===== src/rtl/tl_a_pkg.sv =====
// Shared TileLink-UL A-channel definitions: field widths, opcode codes and
// the packed beat type used by the A-channel queue and its neighbours.
package tl_a_pkg;

  localparam int OPCODE_W = 3;
  localparam int PARAM_W  = 3;
  localparam int SIZE_W   = 4;

  // Default channel geometry; the queue's parameters default to these.
  localparam int TL_SRC_W  = 5;
  localparam int TL_ADDR_W = 31;
  localparam int TL_DATA_W = 32;
  localparam int TL_MASK_W = TL_DATA_W / 8;

  localparam logic [OPCODE_W-1:0] OP_PUT_FULL    = 3'd0;
  localparam logic [OPCODE_W-1:0] OP_PUT_PARTIAL = 3'd1;
  localparam logic [OPCODE_W-1:0] OP_ARITH       = 3'd2;
  localparam logic [OPCODE_W-1:0] OP_LOGIC       = 3'd3;
  localparam logic [OPCODE_W-1:0] OP_GET         = 3'd4;
  localparam logic [OPCODE_W-1:0] OP_HINT        = 3'd5;
  localparam logic [OPCODE_W-1:0] OP_ACQUIRE     = 3'd6;

  // One A beat at the default geometry, MSB-first in the same field order
  // the queue packs into its storage.
  typedef struct packed {
    logic [OPCODE_W-1:0]  opcode;
    logic [PARAM_W-1:0]   param;
    logic [SIZE_W-1:0]    size;
    logic [TL_SRC_W-1:0]  source;
    logic [TL_ADDR_W-1:0] address;
    logic [TL_MASK_W-1:0] mask;
    logic [TL_DATA_W-1:0] data;
    logic                 corrupt;
  } tl_a_beat_t;

endpackage


===== src/rtl/tl_queue_mem.sv =====
// DEPTH x W register array with one synchronous write port and one
// asynchronous read port. Storage is deliberately not reset.
module tl_queue_mem #(
  parameter int DEPTH = 2,
  parameter int W     = 8
) (
  input  logic                     clock,
  input  logic                     i_we,
  input  logic [$clog2(DEPTH)-1:0] i_waddr,
  input  logic [W-1:0]             i_wdata,
  input  logic [$clog2(DEPTH)-1:0] i_raddr,
  output logic [W-1:0]             o_rdata
);

  logic [W-1:0] r_mem [DEPTH];

  // Write the addressed entry on an enabled rising edge.
  always_ff @(posedge clock) begin
    if (i_we) r_mem[i_waddr] <= i_wdata;
  end

  assign o_rdata = r_mem[i_raddr];

endmodule


===== src/rtl/tl_a_channel_queue.sv =====
// Elastic DEPTH-entry circular FIFO for one TileLink-UL A channel.
// Optional feature macro: TL_A_QUEUE_FLOW_EN -- when defined, an empty queue
// passes an incoming beat straight to deq_* in the same cycle (0-cycle
// bypass); when undefined the minimum enq->deq latency is one cycle.
//
// Handshake: a beat transfers on a port in any cycle where valid and ready
// are both high at the rising clock edge. enq_ready depends only on queue
// state (never on enq_valid or deq_ready); once deq_valid rises, deq_* holds
// stable until deq_ready is seen high.
module tl_a_channel_queue
  import tl_a_pkg::*;
#(
  parameter int DEPTH  = 2,
  parameter int ADDR_W = TL_ADDR_W,
  parameter int SRC_W  = TL_SRC_W,
  parameter int DATA_W = TL_DATA_W
) (
  input  logic                       clock,
  input  logic                       reset_n,
  input  logic                       enq_valid,
  output logic                       enq_ready,
  input  logic [OPCODE_W-1:0]        enq_opcode,
  input  logic [PARAM_W-1:0]         enq_param,
  input  logic [SIZE_W-1:0]          enq_size,
  input  logic [SRC_W-1:0]           enq_source,
  input  logic [ADDR_W-1:0]          enq_address,
  input  logic [DATA_W/8-1:0]        enq_mask,
  input  logic [DATA_W-1:0]          enq_data,
  input  logic                       enq_corrupt,
  output logic                       deq_valid,
  input  logic                       deq_ready,
  output logic [OPCODE_W-1:0]        deq_opcode,
  output logic [PARAM_W-1:0]         deq_param,
  output logic [SIZE_W-1:0]          deq_size,
  output logic [SRC_W-1:0]           deq_source,
  output logic [ADDR_W-1:0]          deq_address,
  output logic [DATA_W/8-1:0]        deq_mask,
  output logic [DATA_W-1:0]          deq_data,
  output logic                       deq_corrupt,
  output logic [$clog2(DEPTH):0]     count
);

  localparam int PTR_W  = $clog2(DEPTH);
  localparam int BEAT_W = OPCODE_W + PARAM_W + SIZE_W + SRC_W + ADDR_W
                        + DATA_W/8 + DATA_W + 1;

  logic [PTR_W-1:0]  r_enq_ptr;
  logic [PTR_W-1:0]  r_deq_ptr;
  logic              r_maybe_full;
  logic              r_rst_done;

  logic              w_ptr_match;
  logic              w_empty;
  logic              w_full;
  logic              w_enq_fire;
  logic              w_deq_fire;
  logic              w_do_enq;
  logic              w_do_deq;
  logic [BEAT_W-1:0] w_enq_beat;
  logic [BEAT_W-1:0] w_mem_rdata;
  logic [BEAT_W-1:0] w_head;

  assign w_ptr_match = (r_enq_ptr == r_deq_ptr);
  assign w_empty     = w_ptr_match & ~r_maybe_full;
  assign w_full      = w_ptr_match &  r_maybe_full;

  assign enq_ready   = r_rst_done & ~w_full;
  assign w_enq_fire  = enq_valid & enq_ready;
  assign w_deq_fire  = deq_valid & deq_ready;

  assign w_enq_beat  = {enq_opcode, enq_param, enq_size, enq_source,
                        enq_address, enq_mask, enq_data, enq_corrupt};

`ifdef TL_A_QUEUE_FLOW_EN
  // An empty queue presents the incoming beat directly; if it is taken in
  // the same cycle it never touches storage. Gated by r_rst_done so nothing
  // is offered while reset is in effect.
  logic w_bypass;
  assign w_bypass  = w_empty & enq_valid & r_rst_done;
  assign deq_valid = ~w_empty | w_bypass;
  assign w_head    = w_empty ? w_enq_beat : w_mem_rdata;
  assign w_do_enq  = w_enq_fire & ~(w_empty & deq_ready);
  assign w_do_deq  = w_deq_fire & ~w_empty;
`else
  assign deq_valid = ~w_empty;
  assign w_head    = w_mem_rdata;
  assign w_do_enq  = w_enq_fire;
  assign w_do_deq  = w_deq_fire;
`endif

  assign {deq_opcode, deq_param, deq_size, deq_source,
          deq_address, deq_mask, deq_data, deq_corrupt} = w_head;

  // Full reads as DEPTH: the pointer difference is 0 and the top bit is set.
  assign count = {w_full, r_enq_ptr - r_deq_ptr};

  tl_queue_mem #(
    .DEPTH (DEPTH),
    .W     (BEAT_W)
  ) u_mem (
    .clock   (clock),
    .i_we    (w_do_enq),
    .i_waddr (r_enq_ptr),
    .i_wdata (w_enq_beat),
    .i_raddr (r_deq_ptr),
    .o_rdata (w_mem_rdata)
  );

  // First edge after reset release arms the enqueue side.
  always_ff @(posedge clock or negedge reset_n) begin
    if (!reset_n) r_rst_done <= 1'b0;
    else          r_rst_done <= 1'b1;
  end

  // Pointer and maybe_full bookkeeping; reset discards all buffered beats.
  always_ff @(posedge clock or negedge reset_n) begin
    if (!reset_n) begin
      r_enq_ptr    <= '0;
      r_deq_ptr    <= '0;
      r_maybe_full <= 1'b0;
    end else begin
      if (w_do_enq) r_enq_ptr <= r_enq_ptr + PTR_W'(1);
      if (w_do_deq) r_deq_ptr <= r_deq_ptr + PTR_W'(1);
      if (w_do_enq != w_do_deq) r_maybe_full <= w_do_enq;
    end
  end

endmodule


===== config.mk =====
export PLATFORM = sky130hd
export DESIGN_NAME = tl_a_channel_queue
export DESIGN_NICKNAME = d
export VERILOG_FILES = /design/src/rtl/tl_a_pkg.sv /design/src/rtl/tl_queue_mem.sv /design/src/rtl/tl_a_channel_queue.sv
export SDC_FILE = /design/constraint.sdc
export NUM_CORES = 1
export LEC_CHECK = 0
export ABC_AREA = 0
export BUFFER_PORTS_ARGS = -buffer_cell sky130_fd_sc_hd__buf_2
export CAP_MARGIN = 0
export CORE_ASPECT_RATIO = 2
export CORE_UTILIZATION = 52
export DETAILED_ROUTE_END_ITERATION = 8
export PLACE_DENSITY = 0.88
export RECOVER_POWER = 50
export SKIP_CTS_REPAIR_TIMING = 1
export SYNTH_ARGS = -nofsm -noshare
export SYNTH_HDL_FRONTEND = slang
export SYNTH_HIERARCHICAL = 1
export SYNTH_SLANG_ARGS = --single-unit

===== constraint.sdc =====
create_clock -name clock -period 6.62 [get_ports clock]
set_input_delay 1.655 -clock clock [delete_from_list [all_inputs] [get_ports clock]]
set_output_delay 1.655 -clock clock [all_outputs]
set_load 0.01 [all_outputs]

==> metrics <==
Yosys warning total 6; Crit path required time about 6.5 ns; violated checks max-capacitance violations, max-slew violations; Bufs and invs on worst path 1; RSZ-0062 raised after global routing no; Synth cell types 23; worst-path fanout max 83; Syn Nets 370; worst hold margin between 0.6 and 0.7 ns; initial detailed-routing violation count about 180; first-pass GRT wire length 16.9 mm; Mapped Cells about 280; die area 13100 sq um; DP Cell Count ~600; Root Buffer clkbuf_16; FP Rows 57; Antenna diodes 0; top post-synthesis cells by area edfxtp_1 (76%), mux2_4 (16%), mux2_2 (2.2%); Setup Viol. Count Final 0; Sw Ratio about a quarter; Final ANT Viol Nets 0; initial antenna violation count 0; Mapped Area about 6600 sq um; Layout area overhead 22.0%; Leak Pwr 3.07 nW; Slew @ Worst Pin between 3 and 4 ns; Final Hold Fails 0; Hold Path Class flip-flop to flip-flop; Final Power approximately 3.0 mW; # port buffers ~170; DRC viols 0; Clock power frac about a third; global-route usage over all layers between 15 and 20%; CTS tree built; period utilisation layout 75.6%; sequential area share after synthesis between 70% and 80%; Seq cells post-synth 170; Mean Syn Cell Area around 23 sq um; Final Critical Period around 5 ns; delay of the slowest cell on the worst path 2.80 ns; setup TNS 0 ns; max-cap violations 1; global placement routability congestion around 0.7; largest net degree at the start of global routing 84; die span in y 161 um; Worst Setup Start Kind primary input; Post-synth EDFFs around 170; vias in the first global route 3349; asr flop ratio synth under 10%; clk_lat worst skew between 0.4 and 0.5 ns; top-count cell post-synth edfxtp_1; Core ar. approximately 12000 sq um; clk slew on worst S/H paths around 0.060 ns; Comb power frac 20.1%; CP arrival just under 5 ns; Sinks on Clock Net 170; Rel. slew slack -157%; Overflow after GRT 0; critical path capture point type flip-flop; placed wire-length estimate a little under 8 mm; total internal power ~2.2 mW; pre-CTS WS 2.60 ns; Critical Path, Cell by Cell buf_2 -> nand2_1 -> a21oi_1 -> and2_1; status finished with violations; Worst path top cell family by delay simple AND/OR/NAND/NOR gates; WS Path Type primary input to flip-flop; part of the power in registers between 40 and 50%; total wire length ~11 mm; H-tree Lvls 4; vias 3164; Max IR drop VDD 0.342 mV; Synth top cells by count edfxtp_1 (166), mux2_4 (70), mux2_2 (13), buf_12 (7), dfrtp_1 (4); Max Clk Rate around 200 MHz; wire length per cell 18.2 um; switching pwr just over 0.7 mW; I/O pin cnt between 150 and 200; clk buf depth 2; clock skew 0.00637 ns; CTS buffer count 17; first drt pass iteration count 4; fin. max-slew vios between 80 and 90; PnR worst setup slack around 1.6 ns; DR vias/cell roughly 5; Slowest cell on crit path and2_1; share of layout cells above drive strength 1 approximately 50%; Post-Layout Cell Count between 600 and 700; Yosys top cell area share around 76%; power per cell area 368 nW/um^2; nets@finish around 550; Starting Density between 50% and 60%; Top FF cell, synth edfxtp_1; leading area contributor after synthesis edfxtp_1; die width a little over 80 um
area by class of cell:
cell class	count	area (sq um)
Multi-Input combinational cell	101	1320
Sequential cell	170	5090
Tap cell	147	184
Fill cell	860	4250
Inverter	2	7.51
Timing Repair Buffer	175	820
Clock inverter	9	139
Clock buffer	23	458
kinds of logic (layout without fill, tap and decap cells):
family | after synthesis | after routing | share of synthesized area [%]
multiplexers | 83 | 83 | 18.2
buffers and inverters | 12 | 209 | 2.61
flip-flops | 170 | 170 | 77.3
XOR/XNOR | 1 | 1 | 0.247
AND/OR/NAND/NOR | 10 | 10 | 0.913
AO/OA/AOI/OAI | 6 | 6 | 0.647
other | 1 | 1 | 0.0570
worst paths after layout:
check,from,end,slack (ns),cells past startpoint
min reg2reg,r_maybe_full,r_maybe_full,0.60,1
min in group asynchronous,reset_n,r_maybe_full,1.07,1
min,r_maybe_full,r_maybe_full,0.60,1
max,enq_valid,u_mem/r_mem[1][43],1.62,4
max reg2reg,r_deq_ptr,u_mem/r_mem[1][43],1.84,3
max in group asynchronous,reset_n,r_deq_ptr,5.34,1
placed cells by master, fill, tap and decap left out, drive strengths merged, types with 2 or more instances in the layout:
cell      count
edfxtp      166
bufinv        3
o31ai         2
inv           4
buf         127
clkinvlp      3
mux2         83
clkbuf       71
a21oi         2
nand2         2
nor2b         3
and2          3
dfrtp         4
layer usage:
layer | share of wire, % | up-vias | track usage [%] | routed length [um]
met5 | 0 | - | 0 | 0
met4 | 3.1 | 0 | 9.01 | 351
met3 | 5.0 | 27 | 5.71 | 575
met2 | 58 | 121 | 32.6 | 6650
met1 | 34 | 1536 | 18.7 | 3830
li1 | - | 1480 | - | -
flip-flops by register name (all words and copies together), names as in the netlist:
name and count:
r_deq_ptr 1, r_enq_ptr 1, r_maybe_full 1, r_rst_done 1, u_mem/r_mem 166
worst register-to-register path: cells and delay by family (launching register included):
| family | cells | cell delay (ns) |
|---|---|---|
| xor+xnor | 1 | 0.18 |
| compound gates | 1 | 0.28 |
| flops | 1 | 0.97 |
| simple gates | 1 | 2.80 |
power groups by stage:
stage	Clock, mW	Sequential [mW]	Combinational, mW
after floorplan	0	1.35	0.496
after global placement	0	1.39	0.593
after detailed placement	0	1.40	0.607
after CTS	1.01	1.37	0.610
after global routing	1.05	1.39	0.635
final	0.981	1.38	0.594
metrics by stage:
step | util, % | instance area [sq um]
after global routing | 65.4 | 8020
final | 65.4 | 8020
after floorplan | - | 6580
after detailed placement | 61.1 | 7490
after CTS | 65.9 | 8090
after global placement | 61.1 | 7490
Power figures use the tool's default switching activity.
